<file path="config.mk">
export PLATFORM = sky130hd
export DESIGN_NAME = sync_mutex_rr_flat
export DESIGN_NICKNAME = d
export VERILOG_FILES = /design/src/rtl/sync_mutex_rr_if.sv /design/src/rtl/sync_mutex_rr.sv /design/src/flat_wrapper.sv
export SDC_FILE = /design/constraint.sdc
export NUM_CORES = 1
export LEC_CHECK = 0
export BUFFER_PORTS_ARGS = -buffer_cell sky130_fd_sc_hd__buf_2
export CORE_AREA = 2 2 39 41
export DETAILED_ROUTE_END_ITERATION = 10
export DIE_AREA = 0 0 41 43
export HOLD_SLACK_MARGIN = 0.05
export PLACE_DENSITY = 0.76
export SYNTH_ARGS = -nofsm -noshare
export SYNTH_HDL_FRONTEND = slang
export SYNTH_SLANG_ARGS = --single-unit
</file>
<file path="constraint.sdc">
create_clock -name clk_i -period 5.1 [get_ports clk_i]
set_clock_uncertainty 0.15 [all_clocks]
set_input_delay 0 -clock clk_i [delete_from_list [all_inputs] [get_ports clk_i]]
set_output_delay 0 -clock clk_i [all_outputs]
set_load 0.02 [all_outputs]
</file>
<file path="src/rtl/sync_mutex_rr_if.sv">
// rtl/sync_mutex_rr_if.sv - request/grant bundle between requesters and the N-way mutex
interface sync_mutex_rr_if #(
  parameter int N    = 4,
  parameter int ID_W = 2
);

  logic [N-1:0]    req;
  logic [N-1:0]    grant;
  logic            busy;
  logic [ID_W-1:0] owner;
  logic            timeout;

  // Requester side: drives the level requests, observes ownership.
  modport master (
    output req,
    input  grant,
    input  busy,
    input  owner,
    input  timeout
  );

  // Arbiter side: samples requests, drives the registered ownership outputs.
  modport slave (
    input  req,
    output grant,
    output busy,
    output owner,
    output timeout
  );

endinterface

</file>
<file path="src/rtl/sync_mutex_rr.sv">
// rtl/sync_mutex_rr.sv - clocked N-way round-robin mutex; optional hold timeout via MUTEX_TIMEOUT_EN
module sync_mutex_rr #(
  parameter int N       = 4,
  parameter int ID_W    = 2,
  parameter int TIMEOUT = 1024
) (
  input logic            clk_i,
  input logic            reset_i,
  sync_mutex_rr_if.slave bus
);

  typedef enum logic {
    ST_IDLE = 1'b0,
    ST_HELD = 1'b1
  } state_t;

  // Elaboration-time guard on the legal parameter space.
  if (N < 2 || N > 32 || ID_W != $clog2(N) || TIMEOUT < 2) begin : g_param_check
    $error("sync_mutex_rr: illegal parameter set");
  end

  state_t          state_q, state_d;
  logic [N-1:0]    grant_q, grant_d;
  logic [ID_W-1:0] owner_q, owner_d;
  logic [ID_W-1:0] last_q,  last_d;
  logic            busy_q,  busy_d;

  logic [N-1:0]    req_eff;
  logic [N-1:0]    elig;
  logic            revoke;
  logic            keep;
  logic            new_grant;
  logic            win_found;
  logic [ID_W-1:0] win_idx;
  logic [ID_W-1:0] cand;

  // Current owner keeps the grant while it requests, unless its hold is being revoked.
  assign keep = (state_q == ST_HELD) && bus.req[owner_q] && !revoke;

  // On a forced revoke the owner still requests, so it is removed from this round's candidates.
  assign elig = req_eff & ~(revoke ? grant_q : '0);

  // Round-robin scan starting just after the last winner; the last winner is checked last.
  always_comb begin
    win_found = 1'b0;
    win_idx   = '0;
    cand      = '0;
    for (int k = 1; k <= N; k++) begin
      cand = ID_W'((int'(last_q) + k) % N);
      if (!win_found && elig[cand]) begin
        win_found = 1'b1;
        win_idx   = cand;
      end
    end
  end

  // State register.
  always_ff @(posedge clk_i) begin
    if (reset_i) begin
      state_q <= ST_IDLE;
    end else begin
      state_q <= state_d;
    end
  end

  // Next-state: a grant hands over directly to a waiting core with no idle gap.
  always_comb begin
    state_d = state_q;
    case (state_q)
      ST_IDLE: begin
        if (win_found) begin
          state_d = ST_HELD;
        end
      end
      ST_HELD: begin
        if (!keep) begin
          state_d = win_found ? ST_HELD : ST_IDLE;
        end
      end
      default: state_d = ST_IDLE;
    endcase
  end

  // Output next values: hold, hand over to the round-robin winner, or drop to idle.
  always_comb begin
    grant_d   = grant_q;
    owner_d   = owner_q;
    last_d    = last_q;
    busy_d    = busy_q;
    new_grant = 1'b0;
    if (!keep) begin
      if (win_found) begin
        grant_d          = '0;
        grant_d[win_idx] = 1'b1;
        owner_d          = win_idx;
        last_d           = win_idx;
        busy_d           = 1'b1;
        new_grant        = 1'b1;
      end else begin
        grant_d = '0;
        owner_d = '0;
        busy_d  = 1'b0;
      end
    end
  end

  // Registered outputs; the pointer restarts at N-1 so core 0 wins first after reset.
  always_ff @(posedge clk_i) begin
    if (reset_i) begin
      grant_q <= '0;
      owner_q <= '0;
      last_q  <= ID_W'(N - 1);
      busy_q  <= 1'b0;
    end else begin
      grant_q <= grant_d;
      owner_q <= owner_d;
      last_q  <= last_d;
      busy_q  <= busy_d;
    end
  end

  assign bus.grant = grant_q;
  assign bus.owner = owner_q;
  assign bus.busy  = busy_q;

`ifdef MUTEX_TIMEOUT_EN
  localparam int CNT_W = $clog2(TIMEOUT + 1);

  logic [CNT_W-1:0] cnt_q, cnt_d;
  logic [N-1:0]     mask_q, mask_d;
  logic             timeout_q;

  // Owner hit its hold limit while still requesting: take the grant away on the next edge.
  assign revoke  = (state_q == ST_HELD) && bus.req[owner_q] && (cnt_q == CNT_W'(TIMEOUT - 1));
  assign req_eff = bus.req & ~mask_q;

  // Hold counter restarts on every new grant; a revoked core stays masked until its req drops.
  always_comb begin
    if (new_grant || !keep) begin
      cnt_d = '0;
    end else begin
      cnt_d = cnt_q + CNT_W'(1);
    end
    mask_d = (mask_q & bus.req) | (revoke ? grant_q : '0);
  end

  // Timeout bookkeeping registers.
  always_ff @(posedge clk_i) begin
    if (reset_i) begin
      cnt_q     <= '0;
      mask_q    <= '0;
      timeout_q <= 1'b0;
    end else begin
      cnt_q     <= cnt_d;
      mask_q    <= mask_d;
      timeout_q <= revoke;
    end
  end

  assign bus.timeout = timeout_q;
`else
  assign revoke      = 1'b0;
  assign req_eff     = bus.req;
  assign bus.timeout = 1'b0;
`endif

endmodule

</file>
<file path="src/flat_wrapper.sv">
// flat-port wrapper written by rule: the top's interface ports become plain ports
module sync_mutex_rr_flat 
#(
  parameter int N       = 4,
  parameter int ID_W    = 2,
  parameter int TIMEOUT = 1024
)
  (clk_i, reset_i, bus_req, bus_grant, bus_busy, bus_owner, bus_timeout);
  sync_mutex_rr_if #(.N(N), .ID_W(ID_W)) bus_i ();
  input logic clk_i;
  input logic reset_i;
  input wire logic [$bits(bus_i.req)-1:0] bus_req;
  output wire logic [$bits(bus_i.grant)-1:0] bus_grant;
  output wire logic [$bits(bus_i.busy)-1:0] bus_busy;
  output wire logic [$bits(bus_i.owner)-1:0] bus_owner;
  output wire logic [$bits(bus_i.timeout)-1:0] bus_timeout;
  assign bus_i.req = bus_req;
  assign bus_grant = bus_i.grant;
  assign bus_busy = bus_i.busy;
  assign bus_owner = bus_i.owner;
  assign bus_timeout = bus_i.timeout;
  sync_mutex_rr #(.N(N), .ID_W(ID_W), .TIMEOUT(TIMEOUT)) u_core (.clk_i(clk_i), .reset_i(reset_i), .bus(bus_i));
endmodule
</file>
==> flow_summary_export.csv <==
group,metric,value,unit
logic_synthesis,yosys_warnings,0,
setup_path,criticalPathCategory,"flip-flop to flip-flop",
clock_tree,cts_tree,"yes",
min_path,min_path_type,"flip-flop to flip-flop",
setup_path,rrSetupSlack,3050,ps
floorplan,die_x,41,um
logic_synthesis,synth-edff-count,0,
clock_tree,path_clk_slew,60,ps
global_route,grt_pass1_wl,1587,um
cells_and_area,fin_nets,88,
pwr,p_leak,0.2974,nW
sta,maxSlewViolCount,0,
logic_synthesis,synth_async_sr_flop_share,0,%
global_route,grt_pass1_vias,390,
sta,min_period_over_period,40.16,%
setup_path,worst_setup_path_start_kind,"flip-flop",
sta,fmax,0.4882,GHz
routing,drtAntennaViolNets,0,
logic_synthesis,synth-seq-cells,10,
floorplan,start_util,39.24,%
logic_synthesis,synth.yosys.seq_area_share,36.87,%
cells_and_area,finalInstanceArea,689.4,um2
clock_tree,cts_buffers,3,
place,gp_congestion,0.7727,
floorplan,core_area,1384,um2
global_route,overflow,0,
clock_tree,worst_skew_pair.late_latency,270,ps
setup_path,crit_arrival,2110,ps
clock_tree,post_cts_buffers,0,
floorplan,rows,14,
place,port-buffer-count,12,
routing,drc_errors,0,
global_route,grt_max_degree,11,
logic_synthesis,synth_fp_nets,68,
place,dp_hpwl,815.4,um
sta,setup_viol,0,
routing,wl_per_cell,12.02,um
logic_synthesis,yosys.cell_types.count,29,
logic_synthesis,netlist_instances,62,
cells_and_area,antenna_cells,0,
global_route,grtUsageTotal,14.01,%
clock_tree,cts-root-buf,"clkbuf_4",
routing,vias_per_cell,5.292,
clock_tree,clock-sinks,10,
logic_synthesis,synth_flop_cell,"dfxtp_1",
job,drv_cap,0,
status,status,"finished clean",
cells_and_area,n_fill_cell,126,
setup_path,cp-end-kind,"flip-flop",
clock_tree,cts_hold_buf,6,
clock_tree,cts_resized,0,
cells_and_area,area_growth,26.96,%
logic_synthesis,synth.cell_area,543.0,um2
floorplan,dieHeight,43,um
clock_tree,htreeDepth,1,
floorplan,die_area,1763,um2
setup_path,cp.required,5170,ps
sta,rsz0062_at_grt,"false",
routing,wirelength,1154,um
cells_and_area,layout-drive-gt1-share,25.00,%
place,placed_cell_area,606.8,um2
sta,fin_hold_ws,325.5,ps
sta,final-hold-violation-count,0,
routing,first_iter_violations,11,
routing,first_pass_iters,4,
clock_tree,clock_path_buffers,2,
floorplan,pin_count,14,
logic_synthesis,syn_area_per_cell,8.758,um2
routing,vias,508,
pwr,ir_drop,0.1189,mV
sta,tns,0,ps
sta,finalCriticalPeriod,2048,ps
global_route,grt_antenna_before_repair,0,
pwr,powerDensity,313.7,nW/um2
setup_path,cp_max_fo,7,
==> power breakdown <==
group / leakage, nW / switching (mW) / internal [mW] / total, mW
combinational: 0.201 / 0.0363 / 0.0302 / 0.0665
clock: 0.0138 / 0.0266 / 0.0273 / 0.0539
sequential: 0.0829 / 0.00883 / 0.0870 / 0.0959
==> critical path, cell delays in order, from the launching register on <==
cell and delay (ps):
dfxtp_1 410, mux2_4 340, o2bb2ai_4 170, inv_1 120
o2111ai_1 110, a21oi_1 140, dlygate4sd3_1 550
==> path summary, 6_finish.rpt <==
kind                                     from                                to  depth (start not counted)
max reg2reg  u_core.bus.owner[1]$_SDFFE_PP0N_  u_core.bus.grant[0]$_SDFFE_PP0N_                          6
min          u_core.bus.grant[1]$_SDFFE_PP0N_  u_core.bus.grant[1]$_SDFFE_PP0N_                          2
min reg2reg  u_core.bus.grant[1]$_SDFFE_PP0N_  u_core.bus.grant[1]$_SDFFE_PP0N_                          2
max          u_core.bus.owner[1]$_SDFFE_PP0N_  u_core.bus.grant[0]$_SDFFE_PP0N_                          6
==> cells in the mapped netlist, types with 2 or more instances <==
master	number	area, um2
nand2_1	4	15.01
a21oi_1	7	35.03
nand2b_1	3	18.77
dfxtp_1	10	200.2
o21ai_0	2	10.01
inv_1	3	11.26
nor2_1	10	37.54
a22oi_1	2	15.01
==> logic make-up (layout without fill, tap and decap cells) <==
kind of cell | Yosys count | after routing | synth area share, %
AOI/OAI and AO/OA | 22 | 22 | 34.80
buffers and inverters | 6 | 24 | 5.068
DFF | 10 | 10 | 36.87
muxes | 2 | 2 | 5.298
other | 1 | 1 | 0.6906
and+or+nand+nor | 21 | 21 | 17.28
==> state kept, by name, indices dropped and copies added, names as in the netlist <==
name / flops
u_core.bus.owner: 2
u_core.bus.busy: 1
u_core.last_q: 2
u_core.bus.grant: 4
u_core.state_q: 1
==> layer usage <==
layer | routed length [um] | share of wire, % | GRT usage, % | up-vias
li1 | - | - | - | 259
met1 | 518 | 45 | 15.31 | 229
met2 | 539 | 47 | 20.31 | 15
met3 | 45 | 3.9 | 3.141 | 5
met4 | 51 | 4.4 | 14.00 | 0
met5 | 0 | 0 | 0 | -
==> final cells by class <==
type / instances / area, um2 / share of cell area, %
Sequential cell: 10 / 200.2 / 29.04
Tap cell: 16 / 20.02 / 2.904
Multi-Input combinational cell: 46 / 315.3 / 45.73
Timing Repair Buffer: 18 / 120.1 / 17.42
Inverter: 3 / 11.26 / 1.633
Clock buffer: 3 / 22.52 / 3.267
==> per-stage QoR <==
| step | utilization (%) | setup slack, ps | cells | total power [mW] |
|---|---|---|---|---|
| after floorplan | - | 3308 | 62 | 0.1443 |
| after global placement | 43.85 | 3372 | 87 | 0.1590 |
| after detailed placement | 43.85 | 3362 | 87 | 0.1597 |
| after CTS | 49.82 | 3040 | 96 | 0.2167 |
| after global routing | 49.82 | 2965 | 96 | 0.2263 |
| final | 49.82 | 3052 | 96 | 0.2163 |
==> layout by cell type, fill, tap and decap left out, types with 2 or more instances in the layout <==
master and n:
buf_2 12, o21ai_0 2, a22oi_1 2, dlygate4sd3_1 6, clkbuf_4 3, nand2_1 4
inv_1 3, nand2b_1 3, dfxtp_1 10, nor2_1 10, a21oi_1 7
Power figures use the tool's default switching activity.
